==> src/rtl/keypad_scan_ctrl.sv <==
// Matrix keypad column scanner with frame-level debounce and single-key acceptance.
// Build option: define KEYPAD_AUTOREPEAT_EN to re-pulse key_valid every REPEAT_FRAMES frames while held.

module keypad_scan_ctrl #(
  parameter int COLS          = 4,
  parameter int ROWS          = 4,
  parameter int SETTLE_CYC    = 1000,
  parameter int STABLE_SCANS  = 3,
  parameter int REPEAT_FRAMES = 50,
  localparam int KW           = $clog2(ROWS*COLS)
) (
  input  logic            clk,
  input  logic            clr,
  input  logic [ROWS-1:0] row_in,
  output logic [COLS-1:0] col_out,
  output logic [KW-1:0]   key_code,
  output logic            key_valid,
  output logic            key_held,
  output logic            frame_done
);

  localparam int NK  = ROWS*COLS;
  localparam int CIW = $clog2(COLS);
  localparam int DW  = $clog2(SETTLE_CYC);
  localparam int CW  = $clog2(STABLE_SCANS+1);
  localparam logic [CW-1:0] CNT_MAX = CW'(STABLE_SCANS);

  typedef enum logic [1:0] {CAND_NONE, CAND_KEY, CAND_MULTI} cand_e;

  logic [ROWS-1:0] sync1_q, sync2_q;
  logic [CIW-1:0]  col_idx_q, col_idx_d;
  logic [DW-1:0]   dwell_q, dwell_d;
  logic [COLS-1:0] col_out_q, col_out_d;
  logic [NK-1:0]   image_q, image_d;
  logic            eval_q, eval_d;
  logic            frame_done_q, frame_done_d;
  logic            key_valid_q, key_valid_d;
  logic            key_held_q, key_held_d;
  logic [KW-1:0]   key_code_q, key_code_d;
  logic [CW-1:0]   cnt_q, cnt_d;
  logic            prev_key_q, prev_key_d;
  logic [KW-1:0]   prev_code_q, prev_code_d;

  cand_e           cand;
  logic [KW-1:0]   cand_code;
  logic [KW:0]     n_closed;
  logic            cand_same;

`ifdef KEYPAD_AUTOREPEAT_EN
  localparam int RW = $clog2(REPEAT_FRAMES+1);
  logic [RW-1:0]   rpt_q, rpt_d;
`else
  logic [31:0]     rpt_cfg_unused;
  assign rpt_cfg_unused = REPEAT_FRAMES;
`endif

  // Column sequencing: image bits are stored active-high (1 = key closed).
  always_comb begin
    dwell_d   = dwell_q + DW'(1);
    col_idx_d = col_idx_q;
    image_d   = image_q;
    eval_d    = 1'b0;
    col_out_d = ~(COLS'(1) << col_idx_q);
    if (dwell_q == DW'(SETTLE_CYC-1)) begin
      dwell_d   = '0;
      col_idx_d = (col_idx_q == CIW'(COLS-1)) ? '0 : col_idx_q + CIW'(1);
      eval_d    = (col_idx_q == CIW'(COLS-1));
      for (int c = 0; c < COLS; c++) begin
        for (int r = 0; r < ROWS; r++) begin
          if (col_idx_q == CIW'(c)) image_d[c*ROWS + r] = ~sync2_q[r];
        end
      end
    end
  end

  always_comb begin
    n_closed  = '0;
    cand_code = '0;
    cand      = CAND_NONE;
    for (int i = 0; i < NK; i++) begin
      if (image_q[i]) begin
        n_closed  = n_closed + (KW+1)'(1);
        cand_code = KW'(i);
      end
    end
    if (n_closed == (KW+1)'(1))    cand = CAND_KEY;
    else if (n_closed != '0)       cand = CAND_MULTI;
    cand_same = (cand == CAND_NONE) ? !prev_key_q
              : (cand == CAND_KEY && prev_key_q && prev_code_q == cand_code);
  end

  always_comb begin
    frame_done_d = 1'b0;
    key_valid_d  = 1'b0;
    key_held_d   = key_held_q;
    key_code_d   = key_code_q;
    cnt_d        = cnt_q;
    prev_key_d   = prev_key_q;
    prev_code_d  = prev_code_q;
`ifdef KEYPAD_AUTOREPEAT_EN
    rpt_d        = rpt_q;
`endif
    if (eval_q) begin
      frame_done_d = 1'b1;
      // Ghosted frames break the run but leave the previous candidate in place.
      if (cand == CAND_MULTI) begin
        cnt_d = '0;
      end else if (cand_same) begin
        cnt_d = (cnt_q == CNT_MAX) ? cnt_q : cnt_q + CW'(1);
      end else begin
        cnt_d       = CW'(1);
        prev_key_d  = (cand == CAND_KEY);
        prev_code_d = cand_code;
      end
      if (cand != CAND_MULTI && cnt_d == CNT_MAX) begin
        if (cand == CAND_KEY && !key_held_q) begin
          key_code_d  = cand_code;
          key_valid_d = 1'b1;
          key_held_d  = 1'b1;
        end else if (cand == CAND_NONE) begin
          key_held_d  = 1'b0;
        end
      end
`ifdef KEYPAD_AUTOREPEAT_EN
      if (cand != CAND_MULTI && cnt_d == CNT_MAX && cand == CAND_KEY &&
          key_held_q && cand_code == key_code_q) begin
        if (rpt_q == RW'(REPEAT_FRAMES-1)) begin
          rpt_d       = '0;
          key_valid_d = 1'b1;
        end else begin
          rpt_d = rpt_q + RW'(1);
        end
      end else begin
        rpt_d = '0;
      end
`endif
    end
  end

  always_ff @(posedge clk) begin
    if (clr) begin
      sync1_q      <= '1;
      sync2_q      <= '1;
      col_idx_q    <= '0;
      dwell_q      <= '0;
      col_out_q    <= '1;
      image_q      <= '0;
      eval_q       <= 1'b0;
      frame_done_q <= 1'b0;
      key_valid_q  <= 1'b0;
      key_held_q   <= 1'b0;
      key_code_q   <= '0;
      cnt_q        <= '0;
      prev_key_q   <= 1'b0;
      prev_code_q  <= '0;
`ifdef KEYPAD_AUTOREPEAT_EN
      rpt_q        <= '0;
`endif
    end else begin
      sync1_q      <= row_in;
      sync2_q      <= sync1_q;
      col_idx_q    <= col_idx_d;
      dwell_q      <= dwell_d;
      col_out_q    <= col_out_d;
      image_q      <= image_d;
      eval_q       <= eval_d;
      frame_done_q <= frame_done_d;
      key_valid_q  <= key_valid_d;
      key_held_q   <= key_held_d;
      key_code_q   <= key_code_d;
      cnt_q        <= cnt_d;
      prev_key_q   <= prev_key_d;
      prev_code_q  <= prev_code_d;
`ifdef KEYPAD_AUTOREPEAT_EN
      rpt_q        <= rpt_d;
`endif
    end
  end

  assign col_out    = col_out_q;
  assign key_code   = key_code_q;
  assign key_valid  = key_valid_q;
  assign key_held   = key_held_q;
  assign frame_done = frame_done_q;

endmodule

==> config.mk <==
export PLATFORM = sky130hd
export DESIGN_NAME = keypad_scan_ctrl
export DESIGN_NICKNAME = d
export VERILOG_FILES = /design/src/rtl/keypad_scan_ctrl.sv
export SDC_FILE = /design/constraint.sdc
export NUM_CORES = 1
export LEC_CHECK = 0
export ABC_AREA = 1
export CORE_UTILIZATION = 45
export DETAILED_ROUTE_END_ITERATION = 10
export GPL_TIMING_DRIVEN = 0
export PLACE_DENSITY = 0.69
export SLEW_MARGIN = 20
export SYNTH_ARGS = -nofsm -noshare
export SYNTH_HDL_FRONTEND = slang
export SYNTH_SLANG_ARGS = --single-unit
==> constraint.sdc <==
create_clock -name clk -period 16.48 [get_ports clk]
set_clock_uncertainty 0.1 [all_clocks]
set_input_delay 3.296 -clock clk [delete_from_list [all_inputs] [get_ports clk]]
set_output_delay 3.296 -clock clk [all_outputs]
set_load 0.1 [all_outputs]
== Yosys cells after proc, flatten, opt, wreduce, memory -nomap -nowiden ==
Index checks and enable logic that the tools add are counted.

* Add/subtract/negate cells: 18
* $mul: 0
* Div/mod/pow operators: 0
* Order comparisons: 0
* Eq/ne operators: 11
* Shift operators: 1
* Mux-type cells: 43
* Bitwise gates (word level): 10
* Reductions and logical operators: 20

{| class="wikitable"
|+ Operators by type and width
! cell !! count
|-
| 5-bit by 1-bit adder with 5-bit output (second input constant) || 15
|-
| 5-bit 2-to-1 mux || 15
|-
| 4-bit 2-to-1 mux || 14
|-
| 2-bit 2-to-1 mux || 7
|-
| 10-bit by 1-bit adder with 10-bit output (second input constant) || 1
|-
| 10-bit == test (second input constant) || 1
|-
| 2-bit == test (second input constant) || 5
|-
| 1-bit inverter || 9
|-
| 3-bit AND reduction || 3
|-
| 2-bit AND reduction || 4
|-
| 1-bit 2-to-1 mux || 7
|-
| 5-bit by 1-bit == test with 1-bit output (second input constant) || 1
|-
| 5-bit nonzero test || 1
|-
| 2-bit by 1-bit adder with 2-bit output (second input constant) || 2
|-
| 2-bit by 1-bit == test with 1-bit output (second input constant) || 2
|-
| 4-bit == test || 1
|-
| 1-bit logical AND || 4
|-
| 2-bit zero test || 2
|-
| 4-bit inverter || 1
|-
| 2-bit OR reduction || 2
|-
| 1-bit by 2-bit << shifter with 4-bit output (first input constant) || 1
|-
| 3-bit OR reduction || 1
|-
| 1-bit zero test || 2
|-
| 2-bit != test (second input constant) || 1
|-
| 2-bit nonzero test || 1
|}

* Register bits after elaboration: 55
* Latch bits: 0
* Memory bits (writable): 0
* ROM bits: 0
* Bits of input ports: 6
* Output and inout bits: 11
* Word-level logic and storage cells: 120
* Memories kept: 0

== Longest topological paths before layout ==
Gate-level depths: netlist (run 1).

* Word-level depth: 45
* Depth in mapped cells: 60
* Gate-level depth less buffers: 60

== Worst setup path before layout (run 1) ==
No wires, ideal clock.

* Path kind: register to register
* From: register image_q[0]
* To: register prev_code_q[2]
* Library setup time: 116 ps
* Data arrival time: 7725 ps
* Required time: 16264 ps
* Slack: 8539 ps
* Stages on the path, launching flop included: 59
* Buffers on the path: 0
* Period minus slack after synthesis: 7941 ps
* Cells stage by stage: dfxtp_1 > inv_1 > ha_1 > inv_1 > nand2_2 > nand2_1 > inv_1 > ha_1 > nand2_1 > nand2_1 > ha_1 > or2_1 > nand2_1 > inv_1 > ha_1 > nand2_1 > nand2_1 > ha_1 > (+23 left out) > nand2_1 > inv_1 > ha_1 > nand2_1 > nand2_1 > ha_1 > nand2_1 > nand3b_1 > inv_1 > nand2_1 > nand3_1 > nand2_2 > nand3_1 > nand2_2 > nor2_2 > inv_1 > nor2_1 > nor2_1

* Word-level cells in the longest chain between the ends: 40
* Elaborated cells on any way between the ends: 44
* Classes of those cells: add/sub (15); eq/ne (3); mux (19); bitwise (2); reduce/logical (5)

{| class="wikitable"
|+ RTL lines
! item !! line !! text
|-
| from (decl) || 34 || <nowiki>logic [NK-1:0] image_q, image_d;</nowiki>
|-
| from (signal assigned) || 165 || <nowiki>image_q <= image_d;</nowiki>
|-
| 1-bit 2-to-1 mux * || 81 || <nowiki>if (image_q[i]) begin</nowiki>
|-
| 5-bit by 1-bit adder with 5-bit output || 82 || <nowiki>n_closed = n_closed + (KW+1)'(1);</nowiki>
|-
| 5-bit 2-to-1 mux * || 81 ||
|-
| 5-bit by 1-bit adder with 5-bit output || 82 ||
|-
| 5-bit 2-to-1 mux * || 81 ||
|-
| 5-bit by 1-bit adder with 5-bit output || 82 ||
|-
| 5-bit 2-to-1 mux * || 81 ||
|-
| 5-bit by 1-bit adder with 5-bit output || 82 ||
|-
| (+23 left out) || - ||
|-
| 5-bit nonzero test || 87 || <nowiki>else if (n_closed != '0) cand = CAND_MULTI;</nowiki>
|-
| 2-bit 2-to-1 mux || 87 ||
|-
| 2-bit 2-to-1 mux * || 86 || <nowiki>if (n_closed == (KW+1)'(1)) cand = CAND_KEY;</nowiki>
|-
| 2-bit by 1-bit == test with 1-bit output || 89 || <nowiki>: (cand == CAND_KEY && prev_key_q && prev_code_q == cand_code);</nowiki>
|-
| 1-bit logical AND (2 in series) || 89 ||
|-
| 1-bit 2-to-1 mux || 88 || <nowiki>cand_same = (cand == CAND_NONE) ? !prev_key_q</nowiki>
|-
| 1-bit inverter (no line) || - ||
|-
| 3-bit AND reduction (no line) * || - ||
|-
| to (signal assigned) || 173 || <nowiki>prev_code_q <= prev_code_d;</nowiki>
|-
| to (decl) || 42 || <nowiki>logic [KW-1:0] prev_code_q, prev_code_d;</nowiki>
|}

Every way passes the cells marked *; elsewhere a longest branch is shown, timed or not.
A chain may end at the register's enable or synchronous reset.

== Worst setup path in the final report (run 1) ==
* From: register image_q[1]
* To: register prev_code_q[3]

* Word-level cells in the longest chain between the ends: 38
* Elaborated cells on any way between the ends: 58
* Classes of those cells: add/sub (14); eq/ne (4); mux (33); bitwise (2); reduce/logical (5)

{| class="wikitable"
|+ RTL lines
! item !! line
|-
| 5-bit 2-to-1 mux || 81
|-
| 5-bit by 1-bit adder with 5-bit output || 82
|-
| 5-bit 2-to-1 mux || 81
|-
| 5-bit by 1-bit adder with 5-bit output || 82
|-
| 5-bit 2-to-1 mux || 81
|-
| 5-bit by 1-bit adder with 5-bit output || 82
|-
| 5-bit 2-to-1 mux || 81
|-
| 5-bit by 1-bit adder with 5-bit output || 82
|-
| (+21 left out) || -
|-
| 5-bit nonzero test || 87
|-
| 2-bit 2-to-1 mux || 87
|-
| 2-bit 2-to-1 mux || 86
|-
| 2-bit by 1-bit == test with 1-bit output || 89
|-
| 1-bit logical AND (2 in series) || 89
|-
| 1-bit 2-to-1 mux || 88
|-
| 1-bit inverter (no line) || -
|-
| 3-bit AND reduction (no line) * || -
|}

Marked as above.

==> flow_summary_export.csv, run 1 <==
group,metric,value,unit
detailed_routing,via_per_inst,4.83,
clocking,htreeDepth,2,
critical_path,cpLargestDelayFamily,"adder cells",
finish,final_layout_size_suffix_gt1_frac,0.0870,
clocking,cts_sinks,55,
detailed_routing,vias,3667,
die,ios,17,
critical_path,crit_end,"prev_code_q[3]$_SDFFE_PP0P_",
critical_path,regToRegStartpoint,"image_q[1]$_SDFFE_PP0P_",
critical_path,timing.critical_path.fanout_max,7,
global_route,track_usage,0.179,
yosys,synth-seq-cells,55,
power,power_frac_clock,0.327,
power,leakage,2.39,nW
critical_path,cp-start-kind,"register",
clocking,tritoncts,"done",
critical_path,critPathKind,"register to register",
timing,maxSlewViolCount,0,
detailed_routing,drt_pass1_iterations,4,
global_route,grt_start_max_net_pins,16,
power,power_density,50.0,mW/mm²
power,combPwrFrac,0.031,
place,gp_congestion,0.787,
timing,period_share,0.528,
critical_path,reg2reg_to,"prev_code_q[3]$_SDFFE_PP0P_",
yosys,postSynthAreaPerCell,6.09,µm²
yosys,synth_cell_types,33,
critical_path,worstPathRequired,16580,ps
global_route,grt_pass1_vias,3297,
yosys,seq_area_frac_synth,0.285,
yosys,synthFlopType,"dfxtp_1",
clocking,cts_hold_buf,0,
clocking,clock_tree.root_cell,"clkbuf_8",
clocking,clockBufferDepth,2,
finish,area_growth,9.54,%
timing,worstMarginPinSlew,969,ps
die,start_util,0.467,
critical_path,cp-end-kind,"register",
detailed_routing,ant_nets,0,
critical_path,crit_arrival,8800,ps
yosys,synth_area,0.00386,mm²
detailed_routing,dr.first_iter.drc_count,175,
clocking,clock_latency,300,ps
timing,setup_viol_count_final,0,
detailed_routing,drc,0,
die,dieWidth,94.6,µm
finish,fillCellCount,874,
clocking,cts_buffers,5,
critical_path,startpoint,"image_q[1]$_SDFFE_PP0P_",
critical_path,cpMaxStageDelayCell,"dfxtp_1",
die,die-height,94.6,µm
critical_path,reg2reg_depth,58,
power,power.internal,0.165,mW
place,hpwl,6.07,mm
power,ir_worst_vdd,0.0629,mV
finish,fin_cells,760,
run_status,status,"finished, final reports clean",
timing,rsz0062_at_grt,"no",
timing,slew_headroom,0.352,
finish,mostFrequentLayoutCells,"179 x nand2_1, 109 x inv_1, 63 x nor2_1, 58 x nand3_1, 55 x dfxtp_1",
die,fp-row-count,33,
critical_path,cp_slowest_stage_delay,360,ps
timing,fmax,115,MHz
finish,diodes,0,
power,seqPwrFrac,0.642,
yosys,synth_cells,633,
global_route,antenna_found_initial,0,
yosys,syn_nets,659,
finish,final_common_cell,"nand2_1",
place,dp.cells,754,
run,max-cap-violations,0,
global_route,grt_pass1_wl,13.2,mm
power,p_sw,0.0457,mW
clocking,clk_transition_reported_paths,90,ps
timing,finalHoldViolCount,0,
yosys,async_flop_share,0,
clocking,postCtsSetupRepairBufs,0,
critical_path,cp_common_cell,"nand2_1",
place,portBuffers,16,
critical_path,crit_cells,58,
detailed_routing,drt_wl_total,7.35,mm
global_route,grt-ovfl-total,0,
critical_path,rrSetupSlack,7770,ps
die,design.core.area,0.00826,mm²
critical_path,cp_num_buf_inv,8,
yosys,yosysWarnings,0,
detailed_routing,wl_per_cell,9.68,µm
yosys,synth_edf_count,0,
timing,timing.setup.tns,0,ps
finish,finalNetCount,682,
worst_hold_path,hold_class,"register to register",
die,fp.dieArea,0.00895,mm²
power,switching_share,0.216,
clocking,post_cts_resized,0,
timing,min_period,8710,ps
## power by group through the flow
stage / Combinational (mW) / Clock, mW / Sequential, mW
after global routing: 0.00730 / 0.0749 / 0.136
final: 0.00656 / 0.0691 / 0.135
after CTS: 0.00671 / 0.0700 / 0.135
after floorplan: 0.00317 / 0 / 0.139
after detailed placement: 0.00669 / 0 / 0.139
after global placement: 0.00652 / 0 / 0.139
## registers in the layout (all words and copies together), names as in the netlist
signal	cells
frame_done	1
eval_q	1
col_idx_q	2
sync2_q	4
sync1_q	4
cnt_q	2
key_code	4
key_valid	1
prev_code_q	4
prev_key_q	1
col_out	4
key_held	1
dwell_q	10
image_q	16
## synthesized netlist by cell type (all sizes together) (2+ instances only)
| master | count | area, µm² |
|---|---|---|
| clkbuf | 6 | 23.8 |
| ha | 20 | 250 |
| or2 | 14 | 87.6 |
| o22ai | 3 | 18.8 |
| a21boi | 3 | 22.5 |
| o21ai | 30 | 150 |
| a211oi | 2 | 15.0 |
| inv | 116 | 435 |
| nand4 | 4 | 40.0 |
| nand3 | 65 | 360 |
| dfxtp | 55 | 1100 |
| xor2 | 3 | 26.3 |
| nor3 | 4 | 20.0 |
| nand3b | 6 | 45.0 |
| nand2 | 195 | 772 |
| nor4 | 3 | 18.8 |
| a21oi | 31 | 159 |
| nor2 | 68 | 273 |
## stage by stage
stage	hold WS, ps	setup WS [ps]	utilization	instance area (µm²)	power, mW
finish	319	7770	0.512	4230	0.211
global route	335	7030	0.512	4230	0.218
CTS	321	7770	0.512	4230	0.212
detailed placement	298	7820	0.502	4150	0.145
global placement	295	7990	0.502	4150	0.145
floorplan	289	8540	-	3860	0.142
## how the worst min path moves through the flow
stage	startpoint	endpoint	slack, ps	cells past startpoint
after floorplan	sync1_q[0]$_SDFF_PP1_	sync2_q[0]$_SDFF_PP1_	290	1
after global placement	sync1_q[3]$_SDFF_PP1_	sync2_q[3]$_SDFF_PP1_	290	1
after detailed placement	sync1_q[0]$_SDFF_PP1_	sync2_q[0]$_SDFF_PP1_	300	1
after CTS	sync1_q[3]$_SDFF_PP1_	sync2_q[3]$_SDFF_PP1_	320	1
after global routing	sync1_q[3]$_SDFF_PP1_	sync2_q[3]$_SDFF_PP1_	330	1
final	sync1_q[3]$_SDFF_PP1_	sync2_q[3]$_SDFF_PP1_	320	1
## layout make-up
type | instances | area (µm²) | area share
buffer | 7 | 27.5 | 0.00651
clock buffer | 5 | 68.8 | 0.0163
clock inverter | 1 | 7.51 | 0.00178
inverter | 116 | 435 | 0.103
multi-input combinational | 455 | 2290 | 0.543
sequential | 55 | 1100 | 0.261
tap | 105 | 131 | 0.0311
timing repair buffer | 16 | 160 | 0.0379
## cells by family (layout without fill, tap and decap cells)
logic type,Yosys count,count (layout),share of synthesized area
compound gates,72,72,0.102
xor+xnor,3,3,0.00681
fa+ha+maj,20,20,0.0649
buf+inv,123,145,0.120
flops,55,55,0.285
simple gates,360,360,0.421
## layer usage
layer / vias to the layer above / GRT usage / routed length, µm
met3: 6 / 0.0193 / 187
met4: 0 / 0.0391 / 69
li1: 2029 / - / -
met1: 1583 / 0.222 / 3670
met2: 49 / 0.329 / 3430
met5: - / 0 / 0
Note: power is estimated with default switching activity, not from simulation.
==> run 2, diff against run 1 <==
--- a/config.mk
+++ b/config.mk
@@ -9,7 +9,7 @@
 export CORE_UTILIZATION = 45
 export DETAILED_ROUTE_END_ITERATION = 10
 export GPL_TIMING_DRIVEN = 0
-export PLACE_DENSITY = 0.69
+export PLACE_DENSITY = 0.72
 export SLEW_MARGIN = 20
 export SYNTH_ARGS = -nofsm -noshare
 export SYNTH_HDL_FRONTEND = slang
==> constraint.sdc (replaced) <==
create_clock -name clk -period 7.38 [get_ports clk]
set_clock_uncertainty 0.1 [all_clocks]
set_input_delay 1.476 -clock clk [delete_from_list [all_inputs] [get_ports clk]]
set_output_delay 1.476 -clock clk [all_outputs]
set_load 0.1 [all_outputs]
==> run 2 against run 1 <==
The run now ends with setup timing left. Combinational power grew 130%. Critical endpoint is now key_held$_SDFFE_PP0P_. Wire length grew 51%. Register-to-register slack lost 8200 ps. Setup slack worse by 8200 ps. First-iteration DRC count is 33% higher. Fmax is 11% higher. Final cell count grew 12%. Clock power up 130%. Hold slack better by 3.4 ps.
==> flow_summary_export.csv, run 2 (synthesis results as in run 1) <==
group,metric,value,unit
run_status,status,"finished with violations",
run_status,violations,"setup timing",
timing,maxSlewViolCount,0,
detailed_routing,ant_nets,0,
place,post_dp_cell_area,0.00426,mm²
finish,finalNetCount,768,
finish,top_regs,"image_q x16, dwell_q x10",
critical_path,cpLargestDelayFamily,"simple AND/OR/NAND/NOR gates",
critical_path,cp_slowest_stage_delay,360,ps
clocking,clock_latency,310,ps
die,fp-row-count,33,
power,leakage,2.95,nW
finish,final_util,0.668,
critical_path,cp-start-kind,"register",
timing,min_period,7820,ps
die,design.core.area,0.00826,mm²
global_route,grt_start_max_net_pins,17,
finish,regArea,0.00110,mm²
critical_path,cpMaxStageDelayCell,"dfxtp_2",
detailed_routing,wl_per_cell,13.1,µm
timing,worstMarginPinSlew,963,ps
finish,largest_register,"image_q",
global_route,antenna_found_initial,0,
place,dp.cells,754,
critical_path,cp_common_cell,"nand2_2",
timing,period_share,1.06,
place,pre_cts_slack,-894,ps
finish,fillCellCount,659,
critical_path,critPathKind,"register to register",
detailed_routing,vias,4399,
clocking,clockBufferDepth,2,
detailed_routing,m1WireLength,4.72,mm
place,hpwl,6.00,mm
place,gp_congestion,0.786,
timing,finalWorstSetupSlack,-443,ps
die,start_util,0.467,
clocking,htreeDepth,2,
timing,setup_viol_count_final,13,
clocking,cts_sinks,55,
global_route,grt_pass1_wl,18.0,mm
clocking,tritoncts,"done",
clocking,cts_buffers,5,
detailed_routing,via_per_inst,5.19,
die,ios,17,
finish,diodes,0,
timing,fmax,128,MHz
global_route,grt-ovfl-total,0,
finish,multi_input_area,0.00292,mm²
worst_hold_path,hold_class,"register to register",
die,die-height,94.6,µm
detailed_routing,drc,0,
finish,area_growth,43.0,%
finish,mostFrequentLayoutCells,"122 x nand2_1, 97 x inv_1, 82 x buf_4, 58 x nor2_1, 53 x dfxtp_1",
power,ir_worst_vdd,0.167,mV
detailed_routing,routed-wl-met3,385,µm
timing,slew_headroom,0.356,
power,p_total,0.476,mW
detailed_routing,drt_wl_total,11.1,mm
finish,largest_reg_flops,16,
clocking,clock_tree.root_cell,"clkbuf_8",
detailed_routing,dr.max_layer_used,"met4",
timing,rsz0062_at_grt,"yes",
timing,timing.setup.tns,-4730,ps
clocking,clk_transition_reported_paths,90,ps
critical_path,cp_num_buf_inv,8,
timing,finalHoldViolCount,0,
detailed_routing,met2_length,5.47,mm
timing,hold_ws,322,ps
run,max-cap-violations,0,
finish,design_area,0.00552,mm²
die,fp.dieArea,0.00895,mm²
finish,fin_cells,848,
global_route,track_usage,0.248,
critical_path,cp-end-kind,"register",
global_route,grt_pass1_vias,4254,
place,portBuffers,16,
critical_path,crit_arrival,7940,ps
die,dieWidth,94.6,µm
detailed_routing,drt_pass1_iterations,5,
finish,final_layout_size_suffix_gt1_frac,0.346,
critical_path,timing.critical_path.fanout_max,5,
critical_path,worstPathRequired,7500,ps
detailed_routing,dr.first_iter.drc_count,233,
finish,final_common_cell,"nand2_1",
power,power_density,86.3,mW/mm²
-- run 2: cell count changes in the layout (fill, tap and decap cells not counted), moves of 5 or more --
cell     before  now
ha_1         20    6
inv_1       109   97
nand2_4       0   22
nand3_1      58   40
nand2_2      16   51
nor2_4        1    7
buf_4         0   82
ha_4          0   14
nand3_2       7   22
nand2_1     179  122
inv_2         7   16
nor2_1       63   58
-- run 2: worst register-to-register path, delay by kind of cell, from the launching register on --
family                     cells  cell delay, ps
and+or+nand+nor               37            3380
DFF                            1             360
AOI/OAI and AO/OA              1             190
adders and majority gates     14            3250
buffers and inverters          8             470
-- run 2: what timing repair did --
action,in CTS,in global routing
gates resized for setup,65,63
gates cloned,1,0
setup endpoints to repair,13,13
buffers inserted,89,8
pin swaps,48,73
hold buffers,0,0
-- run 2: layout make-up --
class | count | share of cell area
tap | 105 | 0.0238
buffer | 7 | 0.00499
clock buffer | 6 | 0.0132
multi-input combinational | 456 | 0.529
sequential | 55 | 0.200
timing repair buffer | 101 | 0.147
inverter | 116 | 0.0803
clock inverter | 2 | 0.00227
-- run 2: layer usage --
layer | track usage | up-vias
met3 | 0.0378 | 51
met4 | 0.153 | 0
met5 | 0 | -
met2 | 0.432 | 134
li1 | - | 2206
met1 | 0.284 | 2008
-- run 2: report_power, final --
| part | leakage, nW | total [mW] | switching (mW) | internal [mW] |
|---|---|---|---|---|
| combinational | 2.46 | 0.0150 | 0.00884 | 0.00614 |
| clock | 0.0412 | 0.158 | 0.0919 | 0.0664 |
| sequential | 0.447 | 0.302 | 0.00231 | 0.300 |
| total | 2.95 | 0.476 | 0.103 | 0.373 |
-- run 2: final timing paths --
check                           from               endpoint  slack (ps)  depth (start not counted)
max reg2reg  image_q[1]$_SDFFE_PP0P_  key_held$_SDFFE_PP0P_        -440                         60
min            sync1_q[3]$_SDFF_PP1_  sync2_q[3]$_SDFF_PP1_         320                          1
max          image_q[1]$_SDFFE_PP0P_  key_held$_SDFFE_PP0P_        -440                         60
min reg2reg    sync1_q[3]$_SDFF_PP1_  sync2_q[3]$_SDFF_PP1_         320                          1
==> patch 1 (settings of run 2) <==
The parameter `STABLE_SCANS` goes from 3 to 6.
--- a/src/rtl/keypad_scan_ctrl.sv
+++ b/src/rtl/keypad_scan_ctrl.sv
@@ -6,5 +6,5 @@
   parameter int ROWS          = 4,
   parameter int SETTLE_CYC    = 1000,
-  parameter int STABLE_SCANS  = 3,
+  parameter int STABLE_SCANS  = 6,
   parameter int REPEAT_FRAMES = 50,
   localparam int KW           = $clog2(ROWS*COLS)
Function: no difference found for any inputs over 10 cycles, from zero or initial values; that may be too few to reach the edited logic, so the function may still have changed.
==> patch 1 against run 2 <==
- the flow still finishes with violations (negative setup slack)
- maximum frequency rose by 1.7%
- wire length rose by 2.3%
- clock power up 38%
- cell area is 4.7% higher
- worst setup slack gained 130 ps
- sequential cell count increased by 1
- area after synthesis up 6.7%
- critical endpoint is now key_code[3]
- hold slack worse by 5.8 ps
- total power grew 15%
- non-clock buffer count decreased by 4
- synthesized cell count grew 0.95%
- via count is 0.41% lower
==> patch 1: results (changes against run 2) <==
power_density_mw_per_mm2: 94.5  # +9.6%
setup_violations: 14  # +1
peakVddDrop_uv: 143  # -15%
grt_pass1_wl_um: 17900  # -0.15%
syn_area_per_cell_um2: 6.44  # +5.7%
clk_pin_slew_ps: 90  # about the same
use_met3: 0.0259  # -0.0119
grt_use_met1: 0.248  # -0.0357
crit_arrival_ps: 7850  # -90 ps
worst_pin_slew_ps: 980  # +17.0 ps
firstDrtPassIters: 5  # unchanged
top_regs: "image_q (16), dwell_q (10)"
nets: 773  # +0.65%
syn_nets: 667  # +1.2%
use_met2: 0.429  # -0.00241
place_hpwl_um: 6490  # +8.3%
crit_family: "buffers and inverters"
ys_seq_area_frac: 0.272  # -0.0132
wl_um: 11300  # +2.3%
setup_tns_ps: -3310  # +1410 ps
wl_met3_um: 364  # -5.5%
m1WireLength_um: 4620  # -2.1%
cts_buffers: 5  # unchanged
fill_cells: 696  # +5.6%
drive_above_1_share: 0.370  # +0.0241
synth_flop_cell: "dfxtp_1"
dpl_worst_slack_ps: -649  # +244 ps
violations: "negative setup slack"
synth_warnings: 0  # unchanged
wl_met2_um: 5870  # +7.2%
ys_top_cells_by_area: "dfxtp_1, nand2_1, inv_1"
first_iter_violations: 203  # -13%
ys_types: 38  # +15%
finalWorstSetupSlack_ps: -314  # +129 ps
num_vias: 4381  # -0.41%
place_congestion: 0.855  # +8.9%
dp_cells: 763  # +1.2%
crit_fanout: 6  # +1
grt_pass1_vias: 4199  # -1.3%
antenna_found_initial: 0  # unchanged
leakagePower_uw: 0.00303  # +2.7%
via_per_inst: 5.13  # -1.1%
hold_viol_final: 0  # unchanged
clockRootBuffer: "clkbuf_8"
placed_area_mm2: 0.00460  # +7.9%
status: "finished, violations left"
antennaDiodeCount: 0  # unchanged
synth_commonest_cells: "nand2_1, inv_1, dfxtp_1, nand2_2, nand3_1"
grtUsageTotal: 0.228  # -0.0197
-- patch 1: cell types whose count changed after synthesis, sizes merged, moves of 3 or more --
cell / delta
nor2: -30
nand3: +5
inv: +12
nand2: +15
o22ai: -3
-- patch 1: path summary, 6_finish.rpt --
kind	endpoint	depth (start not counted)	slack, ps	start
setup / recovery	key_code[3]	60	-310	image_q[1]
hold / removal	sync2_q[2]	1	320	sync1_q[2]
setup reg to reg	key_code[3]	60	-310	image_q[1]
hold reg to reg	sync2_q[2]	1	320	sync1_q[2]
-- patch 1: layout make-up --
type,count,area (um2),share of cell area
Inverter,129,497,0.0860
Buffer,6,23.8,0.00412
Tap cell,108,135,0.0234
Clock inverter,1,30.0,0.00520
Multi-Input combinational cell,449,3070,0.532
Timing Repair Buffer,98,795,0.138
Clock buffer,7,96.3,0.0167
Sequential cell,56,1120,0.195
-- patch 1: power breakdown --
group	switching [uW]	total, uW	internal (uW)
clock	98.4	218	120
combinational	12.9	20.5	7.54
sequential	1.53	307	306
total	113	546	433
-- patch 1: cell families (layout without fill, tap and decap cells) --
group	Yosys count	after routing	synth area share
AO/OA/AOI/OAI	71	71	0.0936
XOR/XNOR	4	4	0.00851
adder cells (fa/ha/maj)	22	22	0.0668
buffers and inverters	135	241	0.123
flip-flops	56	56	0.272
AND/OR/NAND/NOR	351	352	0.435
-- patch 1: timing repair --
action / in CTS / in global routing
hold buffers: 0 / 0
cloned: 0 / 1
setup buffers: 78 / 9
pin swaps: 47 / 48
gates resized for setup: 29 / 70
setup endpoints to repair: 14 / 14
-- patch 1: worst register-to-register path: cells and delay by family (launching register included) --
kind / cells / cell delay [ps]
flip-flops: 1 / 350
buffers and inverters: 42 / 5120
AND/OR/NAND/NOR: 12 / 1120
AO/OA/AOI/OAI: 6 / 930
==> patch 2 (settings of run 2) <==
Made on the original files. Add an input register stage for `clr` and `row_in`; this delays them by one clock.
--- a/src/rtl/keypad_scan_ctrl.sv
+++ b/src/rtl/keypad_scan_ctrl.sv
@@ -27,4 +27,12 @@
 
   typedef enum logic [1:0] {CAND_NONE, CAND_KEY, CAND_MULTI} cand_e;
+
+  logic clr_q;
+  logic [ROWS-1:0] row_q;
+
+  always_ff @(posedge clk) begin
+    clr_q <= clr;
+    row_q <= row_in;
+  end
 
   logic [ROWS-1:0] sync1_q, sync2_q;
@@ -139,5 +147,5 @@
 
   always_ff @(posedge clk) begin
-    if (clr) begin
+    if (clr_q) begin
       sync1_q      <= '1;
       sync2_q      <= '1;
@@ -158,5 +166,5 @@
 `endif
     end else begin
-      sync1_q      <= row_in;
+      sync1_q      <= row_q;
       sync2_q      <= sync1_q;
       col_idx_q    <= col_idx_d;
Function: changed (a bounded check fails within 4 cycles, from zero or initial values).
==> patch 2 against run 2 <==
- the run still ends with negative setup slack left
- total power increased by 43%
- cell area is 12% higher
- via count is 6.4% higher
- die area increased by 5.8%
- area after synthesis increased by 5.9%
- wire length increased by 15%
- count of clock-buffer cells in the layout rose by 5
- first-iteration DRC count decreased by 10%
- worst setup slack gained 310 ps
- sequential cell count is 5 higher
- synthesized cell count increased by 0.79%
- maximum frequency increased by 4.2%
==> patch 2: results (changes against run 2) <==
status: "finished, violations left"
violations: "negative setup slack"
setup_tns_ps: -1050  # +3680 ps
crit_path_max_incr_delay_ps: 340  # -20 ps
grtUsageTotal: 0.269  # +0.0213
cts_buffers: 9  # +4
num_vias: 4682  # +6.4%
first_iter_violations: 209  # -10%
firstDrtPassIters: 6  # +1
fmax_mhz: 133  # +4.2%
holdCritStartpoint: "row_q[2]"
place_hpwl_um: 6620  # +10%
finalWorstSetupSlack_ps: -130  # +313 ps
drive_above_1_share: 0.410  # +0.0645
start_util: 0.466  # -0.000816
crit_family: "adder cells"
worst_pin_slew_ps: 1010  # +44.3 ps
grt_pass1_wl_um: 20900  # +16%
nets: 809  # +5.3%
syn_area_per_cell_um2: 6.41  # +5.1%
setup_violations: 11  # -2
place_congestion: 0.855  # +8.8%
dpl_worst_slack_ps: -666  # +228 ps
grt_max_degree: 11  # -6
fin_cells: 895  # +5.5%
peakVddDrop_uv: 146  # -13%
critPathLaunch: "image_q[1]"
synth_commonest_cells: "nand2_1, inv_1, dfxtp_1"
antennaDiodeCount: 0  # unchanged
insertion_delay_ps: 340  # +30 ps
ys_seq_area_frac: 0.294  # +0.00850
placed_area_mm2: 0.00451  # +5.9%
ys_types: 37  # +12%
dp_cells: 762  # +1.1%
hold_path_class: "reg2reg"
htree_levels: 3  # +1
fill_cells: 632  # -4.1%
crit_fanout: 4  # -1
wl_um: 12700  # +15%
[patch 2: cell count changes after synthesis, moves of 4 or more]
cell,run 2,this run
nand2_1,179,162
nor2_1,63,46
dfxtp_1,55,60
nand3_1,58,53
o21ai_1,0,4
nand2_2,16,43
[patch 2: routing by layer]
layer / up-vias / share of wire / global-route usage
li1: 2291 / - / -
met3: 72 / 0.039 / 0.0482
met1: 2166 / 0.39 / 0.273
met5: - / 0 / 0
met4: 0 / 0.053 / 0.175
met2: 153 / 0.52 / 0.503
[patch 2: path summary, 6_finish.rpt]
check	endpoint	depth (start not counted)	slack [ps]
worst max register to register	key_code[0]	58	-130
worst min register to register	sync1_q[2]	1	310
worst min-delay path	sync1_q[2]	1	310
worst max-delay path	key_code[0]	58	-130
[patch 2: cell type report]
cell class                      count  area, um2  area share
Buffer                              7       32.5     0.00525
Clock buffer                       11        151      0.0244
Clock inverter                      4       72.6      0.0117
Inverter                          120        460      0.0743
Multi-Input combinational cell    451       3090       0.498
Sequential cell                    60       1200       0.194
Tap cell                          108        135      0.0218
Timing Repair Buffer              134       1050       0.170
[patch 2: power breakdown]
| part | switching [uW] | internal (uW) |
|---|---|---|
| Sequential | 3.20 | 329 |
| Clock | 127 | 206 |
| Combinational | 9.42 | 6.58 |
| Total | 140 | 541 |
[patch 2: cells by family after synthesis]
| kind of cell | synth area share |
|---|---|
| AOI/OAI and AO/OA | 0.0955 |
| xor gates and xnor gates | 0.0104 |
| adders and majority gates | 0.0612 |
| buffers and inverters | 0.118 |
| DFF | 0.294 |
| and+or+nand+nor | 0.420 |
[patch 2: timing repair]
action | CTS | global route
endpoints found under the setup margin | 13 | 13
buffers inserted | 120 | 14
gates resized for setup | 52 | 86
pin swaps | 36 | 82
